## config.mk

```make
export PLATFORM = sky130hd
export DESIGN_NAME = seg7_scan_driver
export DESIGN_NICKNAME = d
export VERILOG_FILES = /design/src/rtl/seg7_scan_driver.sv
export SDC_FILE = /design/constraint.sdc
export NUM_CORES = 1
export LEC_CHECK = 0
export CAP_MARGIN = 10
export CELL_PAD_IN_SITES_DETAIL_PLACEMENT = 2
export CELL_PAD_IN_SITES_GLOBAL_PLACEMENT = 2
export CORE_MARGIN = 10
export CORE_UTILIZATION = 30
export DETAILED_ROUTE_END_ITERATION = 8
export HOLD_SLACK_MARGIN = 0.15
export PLACE_DENSITY_LB_ADDON = 0.12
export REMOVE_ABC_BUFFERS = 1
export SETUP_SLACK_MARGIN = 0.5
export SLEW_MARGIN = 30
export SYNTH_ARGS = -nofsm -noshare
export SYNTH_HDL_FRONTEND = slang
export SYNTH_SLANG_ARGS = --single-unit
```

## constraint.sdc

```tcl
create_clock -name i_clk -period 4.9 [get_ports i_clk]
set_input_delay 0.98 -clock i_clk [delete_from_list [all_inputs] [get_ports i_clk]]
set_output_delay 0.98 -clock i_clk [all_outputs]
set_load 0.05 [all_outputs]
```

## src/rtl/seg7_scan_driver.sv

```systemverilog
// seg7_scan_driver: tick-paced multiplexed 7-segment scanner with blanking and per-frame value capture
module seg7_scan_driver #(
   parameter int NUM_DIGITS = 4,
   parameter int BLANK_TICKS = 1,
   parameter bit SEG_ACTIVE_LOW = 1,
   parameter bit DIGIT_ACTIVE_LOW = 1
) (
   input  logic                    i_clk,
   input  logic                    i_rst,
   input  logic                    i_tick,
   input  logic                    i_enable,
   input  logic [4*NUM_DIGITS-1:0] i_value,
   input  logic [NUM_DIGITS-1:0]   i_dp,
   input  logic                    i_blank_lz,
   output logic [6:0]              o_seg,
   output logic                    o_dp,
   output logic [NUM_DIGITS-1:0]   o_digit,
   output logic                    o_frame
);
   localparam int IW = $clog2(NUM_DIGITS);
   localparam logic [IW-1:0] LAST = IW'(NUM_DIGITS - 1);
   localparam logic [3:0] BLANK_INIT = 4'(BLANK_TICKS > 0 ? BLANK_TICKS - 1 : 0);
   localparam logic [6:0] SEG_OFF = SEG_ACTIVE_LOW ? 7'h7F : 7'h00;
   localparam logic [NUM_DIGITS-1:0] DIG_OFF = DIGIT_ACTIVE_LOW ? '1 : '0;
   localparam logic [6:0] HEX [16] = '{7'h3F, 7'h06, 7'h5B, 7'h4F, 7'h66, 7'h6D, 7'h7D, 7'h07,
                                       7'h7F, 7'h6F, 7'h77, 7'h7C, 7'h39, 7'h5E, 7'h79, 7'h71};

   typedef enum logic [1:0] {IDLE, SHOW, BLANK} state_t;

   state_t                  state, state_n;
   logic [IW-1:0]           idx, idx_n;
   logic [3:0]              bcnt, bcnt_n;
   logic [4*NUM_DIGITS-1:0] sh_value, sh_value_n;
   logic [NUM_DIGITS-1:0]   sh_dp, sh_dp_n;
   logic                    sh_lz, sh_lz_n;
   logic                    frame_n, capture, lz_blank, dp_n;
   logic [3:0]              nib;
   logic [6:0]              seg_act, seg_n;
   logic [NUM_DIGITS-1:0]   dig_act, digit_n;

   // scan sequencing: enable drop wins, then tick-driven SHOW/BLANK stepping with wrap and recapture
   always_comb begin
      state_n = state;
      idx_n   = idx;
      bcnt_n  = bcnt;
      frame_n = 1'b0;
      capture = 1'b0;
      if (!i_enable) begin
         state_n = IDLE;
         idx_n   = '0;
         bcnt_n  = '0;
      end else if (state == IDLE) begin
         state_n = SHOW;
         idx_n   = '0;
         capture = 1'b1;
      end else if (i_tick) begin
         if (state == SHOW && BLANK_TICKS > 0) begin
            state_n = BLANK;
            bcnt_n  = BLANK_INIT;
         end else if (state == BLANK && bcnt != 4'd0) begin
            bcnt_n = bcnt - 4'd1;
         end else begin
            state_n = SHOW;
            idx_n   = (idx == LAST) ? '0 : idx + IW'(1);
            frame_n = (idx == LAST);
            capture = (idx == LAST);
         end
      end
      sh_value_n = capture ? i_value : sh_value;
      sh_dp_n    = capture ? i_dp : sh_dp;
      sh_lz_n    = capture ? i_blank_lz : sh_lz;
   end

   // output decode from the next state so the registered pins track state with no extra lag
   always_comb begin
      nib      = sh_value_n[{idx_n, 2'b00} +: 4];
      lz_blank = sh_lz_n && idx_n != '0 && (sh_value_n >> {idx_n, 2'b00}) == '0;
      seg_act  = (state_n == SHOW && !lz_blank) ? HEX[nib] : 7'h00;
      seg_n    = SEG_ACTIVE_LOW ? ~seg_act : seg_act;
      dp_n     = (state_n == SHOW && sh_dp_n[idx_n]) ^ SEG_ACTIVE_LOW;
      dig_act  = (state_n == SHOW) ? NUM_DIGITS'(1) << idx_n : '0;
      digit_n  = DIGIT_ACTIVE_LOW ? ~dig_act : dig_act;
   end

   // state, shadows and pins, all cleared asynchronously
   always_ff @(posedge i_clk or posedge i_rst) begin
      if (i_rst) begin
         state    <= IDLE;
         idx      <= '0;
         bcnt     <= '0;
         sh_value <= '0;
         sh_dp    <= '0;
         sh_lz    <= 1'b0;
         o_seg    <= SEG_OFF;
         o_dp     <= SEG_ACTIVE_LOW;
         o_digit  <= DIG_OFF;
         o_frame  <= 1'b0;
      end else begin
         state    <= state_n;
         idx      <= idx_n;
         bcnt     <= bcnt_n;
         sh_value <= sh_value_n;
         sh_dp    <= sh_dp_n;
         sh_lz    <= sh_lz_n;
         o_seg    <= seg_n;
         o_dp     <= dp_n;
         o_digit  <= digit_n;
         o_frame  <= frame_n;
      end
   end
endmodule

```

======== Yosys cells after proc, flatten, opt, wreduce, memory -nomap -nowiden ========
Memories as Yosys holds them, arrays and structs flattened.
Cells that the tools add are included.
operators by class
  equal/unequal tests ..................... 7
  shift operators ......................... 3
  $add $sub $neg .......................... 2
  multipliers ............................. 0
  divide/modulo/power cells ............... 0
  mux-type cells .......................... 32
  $lt $le $gt $ge ......................... 2
  bitwise operators ....................... 4
  reductions and logical operators ........ 11
operator list
  cell                 count
  $mux 4               7
  $mux 2               11
  $mux 7               3
  $logic_not 16->1     1
  $mux 16              1
  $shiftx 16x5->4      1
  $shr 16x4->16        1
  $mux 1               9
  $not 7->7            1
  $ge 5x5->1 const B   1
  $logic_and 1x1->1    5
  $not 4->5            1
  $eq 2x1->1 const B   2
  $eq 2x2->1 const B   2
  $ne 2x2->1 const B   2
  $not 4->4            1
  $reduce_bool 4->1    1
  $shl 1x2->4 const A  1
  $sub 4x1->4 const B  1
  $lt 2x3->1 const B   1
  $ne 3x1->1 const B   1
  $reduce_and 3->1     1
  $add 2x1->2 const B  1
  $bmux 1 s2           1
  other kinds (4)      4
storage, ports and cells
  memory bits (writable) .................. 0
  memory bits (read-only) ................. 112
  word-level logic and storage cells ...... 72
  flip-flop bits (word level) ............. 42
  latch bits .............................. 0
  output and inout bits ................... 13
  bits of input ports ..................... 25
  memories ................................ 1
memories
  memory            depth  width  read ports  clocked after Yosys merged registers in  wr ports  line  RTL
  (name not given)  16     7      1           0                                        0         78    seg_act = (state_n == SHOW && !lz_blank) ? HEX[nib] : 7'h00;

======== Logic depth before layout (Yosys ltp) ========
Gate-level depths: netlist of the first run.
  depth after elaboration ................. 15
  gate-level depth with buffers ........... 16
  mapped depth without buffers ............ 15

======== Worst setup path before layout of the first run ========
No wires, ideal clock.
  kind .................................... input to register
  from .................................... in i_enable
  to ...................................... reg o_seg[3]
  data required time ...................... 4.818 ns
  stages .................................. 13
  path slack .............................. 1.334 ns
  path buffers ............................ 2
  data arrival time ....................... 3.484 ns
  setup time .............................. 0.082 ns
  path through ............................ buf_2 -> inv_1 -> a211oi_2 -> nand2_2 -> buf_2 -> mux2_2 -> mux2i_1 -> mux2i_1 -> inv_1 -> ha_1 -> inv_1 -> mux4_2 -> or2_1
between the ends
  longest elaborated chain between the ends .. 9
RTL lines
  item                                                                 line    RTL
  from (decl)                                                          11      input logic i_enable,
  $mux 1 *                                                             48      if (!i_enable) begin
  $mux 16 *                                                            69      sh_value_n = capture ? i_value : sh_value;
  net sh_value_n[13]                                                   33      logic [4*NUM_DIGITS-1:0] sh_value, sh_value_n;
  $shiftx 16x5->4 or $shr 16x4->16 (tied branches)                     76, 77
  $not 4->5 (not written as such) or $logic_not 16->1 (tied branches)  78, 77
  $mem_v2 16x7 or $logic_and 1x1->1 (tied branches)                    --
  $mux 7 (not written as such) or $logic_not 1->1 (tied branches)      78
  $mux 7 (not written as such) or $logic_and 1x1->1 (tied branches)    78
  $mux 7 *                                                             78
  $not 7->7 *                                                          79      seg_n = SEG_ACTIVE_LOW ? ~seg_act : seg_act;
  net seg_n[3]                                                         38      logic [6:0] seg_act, seg_n;
  to (signal assigned)                                                 105     o_seg <= seg_n;
  to (decl)                                                            15      output logic [6:0] o_seg,
Mark *: on every way through the listed nets, which the timed path passes. The rest lies on a longest branch. The select of a mux whose other input is x is not followed.
A chain may end at the register's enable or synchronous reset.

======== Worst setup path in the final report of the first run ========
Ends and elaborated chain as after synthesis.

==> results of run 1 <==
[per-layer routing]
layer	vias to the layer above	share of wire, %	global-route usage (%)
met5	-	0	0
met2	34	45	19.20
li1	1000	-	-
met1	1032	49	16.16
met4	0	1.3	3.807
met3	7	4.6	3.088
[power groups by stage]
stage	combinational [mW]	sequential [mW]	clock, mW
5_1_grt	0.399	0.439	0.301
3_3_place_gp	0.353	0.437	0
4_1_cts	0.366	0.432	0.288
3_5_place_dp	0.363	0.438	0
6_report	0.361	0.431	0.278
2_1_floorplan	0.198	0.481	0
[cell usage in the layout (no fill, tap or decap), types with 2 or more instances in the layout]
cell type	n
sky130_fd_sc_hd__a31oi_1	2
sky130_fd_sc_hd__nand2b_1	2
sky130_fd_sc_hd__dfstp_2	12
sky130_fd_sc_hd__nand2_4	3
sky130_fd_sc_hd__o21ai_0	8
sky130_fd_sc_hd__clkbuf_8	5
sky130_fd_sc_hd__a211o_1	2
sky130_fd_sc_hd__inv_1	10
sky130_fd_sc_hd__mux2i_1	8
sky130_fd_sc_hd__nor4_1	3
sky130_fd_sc_hd__and3_1	3
sky130_fd_sc_hd__a221o_1	3
sky130_fd_sc_hd__clkinv_2	2
sky130_fd_sc_hd__a22oi_1	2
sky130_fd_sc_hd__buf_4	8
sky130_fd_sc_hd__nor2_1	22
sky130_fd_sc_hd__nor3_1	4
sky130_fd_sc_hd__a31oi_4	2
sky130_fd_sc_hd__nand2_1	54
sky130_fd_sc_hd__o31ai_1	2
sky130_fd_sc_hd__nand3_1	7
sky130_fd_sc_hd__mux2_2	13
sky130_fd_sc_hd__a21oi_1	10
sky130_fd_sc_hd__ha_1	9
sky130_fd_sc_hd__nor3b_1	2
sky130_fd_sc_hd__mux2i_4	2
sky130_fd_sc_hd__nor2b_1	2
sky130_fd_sc_hd__dfrtp_1	30
sky130_fd_sc_hd__clkdlybuf4s50_1	37
[kinds of logic (layout without fill, tap and decap cells)]
| family | Yosys count | after routing | share of synthesized area, % |
|---|---|---|---|
| and+or+nand+nor | 115 | 115 | 21.94 |
| AOI/OAI and AO/OA | 49 | 49 | 16.68 |
| DFF | 42 | 42 | 41.44 |
| muxes | 24 | 24 | 11.43 |
| buffers and inverters | 22 | 65 | 4.134 |
| adders and majority gates | 9 | 9 | 4.378 |
[path summary, 6_finish.rpt]
path	startpoint	slack, ps	cells past startpoint	endpoint
worst max-delay path	i_enable	750	11	o_seg[3]$_DFF_PP1_
worst min register to register	sh_dp[1]$_DFF_PP0_	480	2	sh_dp[1]$_DFF_PP0_
worst max register to register	idx[0]$_DFF_PP0_	1270	11	o_seg[3]$_DFF_PP1_
worst min-delay path	sh_dp[1]$_DFF_PP0_	480	2	sh_dp[1]$_DFF_PP0_
max in group asynchronous	i_rst	3390	3	bcnt[2]$_DFFE_PP0P_
min in group asynchronous	i_rst	1110	3	o_frame$_DFF_PP0_
[cells in the mapped netlist, drive strengths merged (2+ instances only)]
| cell | count |
|---|---|
| a31oi | 4 |
| nor4 | 3 |
| o31ai | 3 |
| o21ai | 9 |
| a221o | 3 |
| ha | 9 |
| mux2 | 13 |
| nor2 | 23 |
| nand2b | 2 |
| mux2i | 10 |
| a211o | 2 |
| a31o | 2 |
| nand3 | 8 |
| nor2b | 2 |
| a21oi | 10 |
| buf | 7 |
| dfrtp | 30 |
| o2bb2ai | 2 |
| a22oi | 2 |
| clkbuf | 3 |
| inv | 12 |
| nor3b | 3 |
| nor3 | 4 |
| and3 | 3 |
| a211oi | 2 |
| nand2 | 57 |
| and2b | 2 |
| dfstp | 12 |
[stage by stage]
step | power (mW) | std cells
after global placement | 0.7893 | 401
final | 1.071 | 409
after global routing | 1.139 | 409
after CTS | 1.086 | 409
after detailed placement | 0.8008 | 401
after floorplan | 0.6789 | 251
[worst reg2reg max path: cells and delay by family, from the launching register on]
kind | cells | cell delay, ps
buffers and inverters | 1 | 130
DFF | 1 | 580
muxes | 4 | 1340
AOI/OAI and AO/OA | 1 | 350
and+or+nand+nor | 3 | 520
adders and majority gates | 2 | 620
[state kept, by name, indices dropped and copies added (netlist names), 2 cells and up]
name	flops
sh_dp	4
idx	2
o_seg	7
bcnt	4
state	2
sh_value	16
o_digit	4
[final cells by class]
| class | count | area (um^2) |
|---|---|---|
| fill | 913 | 5105 |
| multi-input combinational | 197 | 1413 |
| sequential | 42 | 1066 |
| timing repair buffer | 45 | 430.4 |
| tap | 105 | 131.4 |
| clock buffer | 5 | 68.82 |
| inverter | 12 | 45.04 |
| clock inverter | 3 | 40.04 |
[repair_timing]
| action | 4_1_cts | 5_1_grt |
|---|---|---|
| resized for setup | 0 | 2 |
| buffers inserted | 0 | 0 |
| setup endpoints to repair | 0 | 3 |
==> implementation parameters, run 1 <==
Parameter                              Value

Layout
  Layout Cell Area excl Fill    around 3200 um^2
  Layout net count    337
  Layout Utilization    roughly two fifths
  Inserted Diodes    0
  Share of final-layout standard cells stronger than drive strength 1    around a fifth
  Layout overhead on the synthesized area    24.17%

Critical path
  Crit path largest cell delay    around 680 ps
  Highest net fanout along the worst path    13
  CP Class    in -> reg
  Crit. End Element    register
  Buffers & Inverters on Critical Path    3
  CP Cell Sequence    clkdlybuf4s50_1 > inv_1 > a211oi_4 > nand2_4 > mux2_2 > mux2_2 > mux2i_4 > inv_1 > ha_1 > mux4_2 > or2_1
  Data arrival time of the critical path    approximately 4400 ps
  Cell with the biggest individual delay on the critical path    sky130_fd_sc_hd__clkdlybuf4s50_1
  Worst setup SP type    input port
  Required @ worst endpoint    roughly 5100 ps
  Delay-heaviest family, CP    multiplexers

Clock tree
  Clock tree sinks    42
  Maximum count of clock buffers along a single path    2
  Number of buffers added to fix hold violations after cts    0
  Clock transition at path regs    about 80 ps
  Number of buffers created by CTS    5
  Clock network latency to the later pin of the worst-skew pair    310 ps
  Clock tree from TritonCTS    built
  Clock tree root buffer cell    sky130_fd_sc_hd__clkbuf_8
  Total number of H-tree levels    2

Yosys
  Proportion of register bits with asynchronous set or reset after synthesis    between 90% and 100%
  Proportion of netlist area held by the largest area contributor    29.18%
  Count of distinct cell types in the synthesized netlist    63
  Sequential cell area fraction in the yosys report    41.44%
  Number of enable flip-flop cells after synthesis    0
  Flip-flop cell with the highest count after synthesis    sky130_fd_sc_hd__dfrtp_1
  Top cells by area in the synthesized netlist    sky130_fd_sc_hd__dfrtp_1 29%, sky130_fd_sc_hd__dfstp_2 12%, sky130_fd_sc_hd__nand2_1 7.9%
  Post-synthesis cell type with the largest combined area    sky130_fd_sc_hd__dfrtp_1
  Yosys synthesis warning count    0
  Synthesized instance count    between 200 and 300
  Mapped Area    around 2600 um^2
  Count of state elements after synthesis    42
  Average instance area after synthesis    9.856 um^2

Die
  Row count    33
  Initial Utilization    a little under a third
  DIE AREA    about 13000 um^2
  Area of the placeable core    ~8300 um^2
  Die height    ~110 um
  Number of ports placed on the die boundary    38
  DIE WIDTH    112.6 um

Run
  MaxCap Viol Count    0

Power and ir drop
  Part of the total power dissipated in combinational logic    33.7%
  Leak pwr    between 1 and 1.5 nW
  Switching Power    368.0 uW
  Internal power consumption    around 700 uW
  Pwr/cell area    335.2 nW/um^2
  Clock share of power    between 20% and 30%
  Sequential share of power    40.3%
  VDD IR max    ~0.00014 V
  Proportion of total power due to net switching    34.37%

Timing
  Ratio of final minimum period to clock period    between 80% and 90%
  Actual transition at the worst max-transition pin    slightly above 800 ps
  Hold violation total from the final report    0
  Final hold slack    approximately 480 ps
  Top achievable clock speed    241.0 MHz
  Setup repair after global routing missed its margin    false
  Final min period    a little over 4000 ps
  Post-route setup slack    approximately 750 ps
  Pins over their slew limit    0
  Headroom to the max-slew limit    45.12%
  Clock tree skew after final layout    9.774 ps
  Final setup TNS    0 ps
  Final-report setup violation count    0

Route
  Count of TritonRoute iterations in the first routing pass    4
  Mean number of vias per cell    between 5 and 6
  Number of remaining DRC errors    0
  DRT antenna net count    0
  Wirelength per Cell    about 18 um
  Routed via count    between 2k and 2.5k
  Initial DRC Count    slightly below 80
  Wire length reported by the detailed router    roughly 7.5 mm

Place
  Worst setup slack before clock tree synthesis    approximately 300 ps
  Final HPWL from detailed placement    around 5.7 mm
  DP Area    just over 3000 um^2
  Routability Congestion    ~0.75
  Number of port buffers    37

Global route
  Global-route wire length before repair    12.74 mm
  Initial antenna violation count    0
  Total global routing track utilization    ~12%
  Vias in the first global route    between 2k and 2.5k
  Pin count of the biggest net entering global routing    43
  Remaining Overflow, GRT    0

Hold path
  Kind of path behind the tightest hold check    reg -> reg

Run status
  Status    complete, no violations
Power figures use the tool's default switching activity.
==> inputs of run 2 (changes only) <==
clock period = 3.75 ns   (was 4.9 ns; I/O delays follow)
==> implementation parameters, run 2 (same netlist as run 1, synthesis figures left out) <==
Parameter                              Value

Run status
  Status    complete, no violations

Run
  MaxCap Viol Count    0

Layout
  Layout Cell Area excl Fill    approximately 3600 um^2
  Layout Utilization    43.21%
  Max reg flops    16
  Total area of multi-input combinational cells    between 1500 and 2000 um^2
  Layout overhead on the synthesized area    39.40%
  Most used cells in the layout excluding fill and tap cells    52 x sky130_fd_sc_hd__nand2_1, 44 x sky130_fd_sc_hd__buf_4, 35 x sky130_fd_sc_hd__clkdlybuf4s50_1, 29 x sky130_fd_sc_hd__dfrtp_1, 22 x sky130_fd_sc_hd__nor2_1
  Layout net count    377
  Reg area    1067 um^2
  Largest Register    sh_value
  Share of final-layout standard cells stronger than drive strength 1    between 30% and 40%
  Post-layout instance count excluding filler cells    between 400 and 500
  Most common cell after layout, fill and taps aside    sky130_fd_sc_hd__nand2_1
  FILL cells    898
  Inserted Diodes    0
  Top flop regs    sh_value (16), o_seg (7)

Timing
  Final min period    around 3100 ps
  Top achievable clock speed    318.6 MHz
  Setup repair after global routing missed its margin    false
  Headroom to the max-slew limit    between 60% and 70%
  Final-report setup violation count    0
  Clock tree skew after final layout    12.50 ps
  Hold violation total from the final report    0
  Ratio of final minimum period to clock period    83.69%
  Pins over their slew limit    0
  Actual transition at the worst max-transition pin    about 530 ps
  Final setup TNS    0 ps

Place
  Number of port buffers    37
  DP Area    roughly 3200 um^2
  Final HPWL from detailed placement    5.846 mm
  Routability Congestion    0.7791
  Number of cells after detailed placement    approximately 420

Clock tree
  Clock network latency to the later pin of the worst-skew pair    ~300 ps
  Clock tree root buffer cell    sky130_fd_sc_hd__clkbuf_8
  Clock tree from TritonCTS    built
  Maximum count of clock buffers along a single path    2
  Clock transition at path regs    80 ps
  Number of buffers added to fix hold violations after cts    0
  Clock tree sinks    between 40 and 50
  Total number of H-tree levels    2
  Number of buffers created by CTS    5

Route
  Routed via count    ~2.3k
  Number of remaining DRC errors    0
  Initial DRC Count    53
  Wirelength per Cell    18.35 um
  Mean number of vias per cell    between 5 and 6
  Wire length reported by the detailed router    roughly 8.2 mm
  DRT antenna net count    0
  Count of TritonRoute iterations in the first routing pass    4

Critical path
  Data arrival time of the critical path    between 3000 and 4000 ps
  Crit. End Element    register
  Required @ worst endpoint    approximately 4000 ps
  Cell with the biggest individual delay on the critical path    sky130_fd_sc_hd__mux4_2
  CP Class    in -> reg
  Highest net fanout along the worst path    8
  CP Cell Sequence    dlygate4sd2_1 > buf_4 > o21a_4 > nand2_2 > nor2_2 > a31oi_4 > inv_2 > mux2i_1 > mux2i_1 > inv_2 > ha_4 > inv_1 > mux4_2 > or2_1
  Worst setup SP type    input port
  Crit path largest cell delay    450 ps

Power and ir drop
  Internal power consumption    just over 900 uW
  VDD IR max    ~0.00019 V
  Sequential share of power    approximately 39%
  Leak pwr    around 1.6 nW
  Clock share of power    between 20 and 25%
  Part of the total power dissipated in combinational logic    between 30 and 40%
  Proportion of total power due to net switching    35.41%
  Switching Power    511.4 uW
  Pwr/cell area    402.7 nW/um^2

Die
  DIE WIDTH    between 100 and 150 um
  Initial Utilization    a little under a third
  Area of the placeable core    between 8000 and 9000 um^2
  Row count    33
  Die height    about 110 um
  Number of ports placed on the die boundary    38
  DIE AREA    about 13000 um^2

Global route
  Remaining Overflow, GRT    0
  Global-route wire length before repair    13.29 mm
  Peak-usage layer in the global routing report    met2
  Pin count of the biggest net entering global routing    23
  Vias in the first global route    between 2k and 2.5k
  Met1 track utilization from global routing    between 15 and 20%
  Met3 track utilization from global routing    2.929%
  Global-route track usage on met2    between 20% and 30%
  Total global routing track utilization    12.64%
  Initial antenna violation count    0

Hold path
  Kind of path behind the tightest hold check    reg -> reg
[run 2: metrics by stage]
| step | hold slack, ps | total power [mW] | setup slack [ps] |
|---|---|---|---|
| floorplan | 439.3 | 0.8871 | 420.2 |
| global placement | 451.2 | 1.067 | 25.39 |
| detailed placement | 464.1 | 1.080 | -23.83 |
| CTS | 483.8 | 1.421 | 529.0 |
| global route | 518.3 | 1.542 | 456.8 |
| finish | 477.1 | 1.444 | 611.7 |
[run 2: final cells by class]
cell class | count | area share [%]
clock buffers | 6 | 2.303
clock inverters | 2 | 0.3489
inverters | 12 | 1.256
multi-input cells | 198 | 42.22
flip-flops and latches | 42 | 29.76
well taps | 105 | 3.664
repair buffers | 84 | 20.45
[run 2: critical path, delay by kind of cell]
| kind | cells | cell delay [ps] |
|---|---|---|
| mux | 3 | 830 |
| buf+inv | 5 | 700 |
| compound gates | 2 | 420 |
| simple gates | 3 | 370 |
| fa+ha+maj | 1 | 280 |
[run 2: worst paths after layout]
check,start,endpoint,slack (ps),cells after the start
max,i_enable,o_seg[3]$_DFF_PP1_,610,14
min,sh_dp[0]$_DFF_PP0_,sh_dp[0]$_DFF_PP0_,480,2
max reg2reg,bcnt[1]$_DFFE_PP0P_,o_seg[3]$_DFF_PP1_,620,14
min reg2reg,sh_dp[0]$_DFF_PP0_,sh_dp[0]$_DFF_PP0_,480,2
max in group asynchronous,i_rst,o_dp$_DFF_PP1_,2200,3
min in group asynchronous,i_rst,idx[1]$_DFF_PP0_,800,2
[run 2: timing repair]
action | 4_1_cts | 5_1_grt
pin swaps | 3 | 5
buffers inserted | 7 | 15
endpoints found under the setup margin | 7 | 7
cloned | 1 | 0
endpoints found under the hold margin | 0 | 0
gates resized for setup | 13 | 20
[run 2: power by group through the flow]
stage | Sequential (mW) | Combinational (mW) | Clock (mW)
after floorplan | 0.628 | 0.259 | 0
after CTS | 0.563 | 0.525 | 0.333
after detailed placement | 0.571 | 0.509 | 0
after global routing | 0.571 | 0.619 | 0.352
after global placement | 0.567 | 0.500 | 0
final | 0.562 | 0.563 | 0.319
[run 2: metal layers]
metal  vias to the layer above  share of wire (%)
met5                         -                  0
met4                         0               0.96
met3                         6                4.3
met2                        40                 48
met1                      1134                 46
li1                       1077                  -
==> inputs of run 3 (changes only) <==
clock period = 2.8 ns   (was 3.75 ns; I/O delays follow)
==> implementation parameters, run 3 (same netlist as run 1, synthesis figures left out) <==
Parameter                              Value

Route
  Number of remaining DRC errors    0
  Initial DRC Count    between 100 and 150
  Count of TritonRoute iterations in the first routing pass    4
  Wire length reported by the detailed router    ~9.4 mm
  Wirelength per Cell    19.73 um
  DRT antenna net count    0
  Mean number of vias per cell    about 5.0
  Routed via count    approximately 2.4k

Critical path
  Crit path largest cell delay    450 ps
  Worst r2r dst    o_seg[3]$_DFF_PP1_
  Buffers & Inverters on Critical Path    4
  Library cell appearing most often on the critical path    sky130_fd_sc_hd__inv_2
  Highest net fanout along the worst path    8
  Worst setup SP type    register
  Reg2Reg Setup Slack    -320 ps
  CP Class    reg -> reg
  Required @ worst endpoint    approximately 3000 ps
  Worst reg2reg path depth    14
  CP Cell Sequence    inv_2 > ha_4 > or3b_4 > nand2_4 > nand2_8 > buf_6 > mux2_4 > mux2i_1 > mux2i_1 > inv_2 > ha_4 > inv_2 > mux4_2 > or2_1
  Crit. End Element    register
  Reg-to-reg critical path startpoint    bcnt[1]$_DFFE_PP0P_
  Data arrival time of the critical path    approximately 3400 ps
  Cell with the biggest individual delay on the critical path    sky130_fd_sc_hd__mux4_2
  Delay-heaviest family, CP    multiplexers

Die
  DIE WIDTH    between 100 and 150 um
  Die height    112.6 um
  Number of ports placed on the die boundary    38
  DIE AREA    approximately 13000 um^2
  Row count    33
  Initial Utilization    a little under a third
  Area of the placeable core    8299 um^2

Timing
  Final setup TNS    -1537 ps
  Hold violation total from the final report    0
  Final hold slack    a little under 500 ps
  Final min period    about 3100 ps
  Post-route setup slack    -317.3 ps
  Clock tree skew after final layout    10.24 ps
  Headroom to the max-slew limit    between 50 and 60%
  Ratio of final minimum period to clock period    111.3%
  Pins over their slew limit    0
  Top achievable clock speed    between 300 and 400 MHz
  Final-report setup violation count    7
  Setup repair after global routing missed its margin    true
  Actual transition at the worst max-transition pin    ~640 ps

Global route
  Pin count of the biggest net entering global routing    18
  Vias in the first global route    around 2.7k
  Total global routing track utilization    around 15%
  Remaining Overflow, GRT    0
  Global-route wire length before repair    approximately 15 mm
  Initial antenna violation count    0

Power and ir drop
  VDD IR max    roughly 0.00031 V
  Switching Power    around 750 uW
  Leak pwr    around 1.7 nW
  Sequential share of power    33.8%
  Part of the total power dissipated in combinational logic    between 30% and 40%
  Internal power consumption    around 1.5 mW
  Clock share of power    27.7%
  Pwr/cell area    between 500 and 600 nW/um^2
  Proportion of total power due to net switching    33.40%

Hold path
  Worst hold endpoint    sh_dp[1]$_DFF_PP0_
  Min-Delay Path Depth    2
  Kind of path behind the tightest hold check    reg -> reg
  Source of the worst hold timing path    sh_dp[1]$_DFF_PP0_

Clock tree
  Clock tree from TritonCTS    built
  Clock tree sinks    42
  Total number of H-tree levels    2
  Maximum count of clock buffers along a single path    2
  Clock tree root buffer cell    sky130_fd_sc_hd__clkbuf_8
  Clock network latency to the later pin of the worst-skew pair    between 300 and 400 ps
  Number of buffers created by CTS    5
  Clock transition at path regs    100 ps

Place
  Final HPWL from detailed placement    6.678 mm
  Routability Congestion    just under 0.8
  Worst setup slack before clock tree synthesis    -846.8 ps
  Number of port buffers    37

Layout
  Inserted Diodes    0
  Layout overhead on the synthesized area    50.68%
  Most common cell after layout, fill and taps aside    sky130_fd_sc_hd__buf_4
  Most used cells in the layout excluding fill and tap cells    64 x sky130_fd_sc_hd__buf_4, 54 x sky130_fd_sc_hd__nand2_1, 35 x sky130_fd_sc_hd__clkdlybuf4s50_1, 30 x sky130_fd_sc_hd__dfrtp_1, 21 x sky130_fd_sc_hd__nor2_1
  Largest Register    sh_value
  Max reg flops    16
  FILL cells    slightly below 900
  Top flop regs    sh_value (16), o_seg (7)
  Layout Utilization    46.71%
  Layout net count    approximately 400
  Share of final-layout standard cells stronger than drive strength 1    40.38%

Run
  MaxCap Viol Count    0

Run status
  Violated checks    setup timing
  Status    finished with violations
## run 3: how the worst max path moves through the flow
stage | from | end | slack, ps | cells after the start
floorplan | idx[0]$_DFF_PP0_ | o_seg[3]$_DFF_PP1_ | -500 | 11
global placement | i_tick | o_seg[3]$_DFF_PP1_ | -730 | 13
detailed placement | i_tick | o_seg[5]$_DFF_PP1_ | -850 | 12
CTS | bcnt[1]$_DFFE_PP0P_ | o_seg[3]$_DFF_PP1_ | -300 | 14
global route | state[0]$_DFF_PP0_ | o_seg[3]$_DFF_PP1_ | -480 | 13
finish | bcnt[1]$_DFFE_PP0P_ | o_seg[3]$_DFF_PP1_ | -320 | 14
## run 3: worst min-delay path: stages (launching register included)
cell                      delay, ps
sky130_fd_sc_hd__dfrtp_1        330
sky130_fd_sc_hd__nand2_1         60
sky130_fd_sc_hd__nand2_1         70
## run 3: what timing repair did
action | CTS | global route
resized for setup | 33 | 16
pin swaps | 7 | 7
hold buffers | 0 | 0
buffers inserted | 8 | 3
cloned | 0 | 0
endpoints found under the setup margin | 8 | 8
## run 3: final cells by class
type	count	area, um^2	share of cell area [%]
repair buffers	110	958.4	24.73
flip-flops and latches	42	1066	27.50
multi-input cells	197	1533	39.54
clock inverters	2	60.06	1.549
inverters	12	45.04	1.162
clock buffers	6	82.58	2.130
well taps	105	131.4	3.389
## run 3: metrics by stage
stage	total power, mW	std cells	cell area, um^2
finish	2.237	474	3876
global route	2.355	474	3876
CTS	2.203	471	3796
detailed placement	1.511	455	3478
global placement	1.478	455	3478
floorplan	1.188	251	2511
## run 3: power by group through the flow
stage               Sequential, mW  Combinational [mW]  Clock (mW)
floorplan                    0.841               0.347           0
global placement             0.758               0.720           0
detailed placement           0.763               0.748           0
CTS                          0.754               0.822       0.628
global route                 0.767               0.934       0.654
finish                       0.756               0.863       0.619
## run 3: layer usage
| metal | GRT usage, % | vias up | wire, um |
|---|---|---|---|
| met2 | 24.65 | 36 | 4619 |
| li1 | - | 1129 | - |
| met4 | 3.130 | 0 | 64 |
| met1 | 18.48 | 1195 | 4292 |
| met3 | 3.088 | 4 | 375 |
| met5 | 0 | - | 0 |
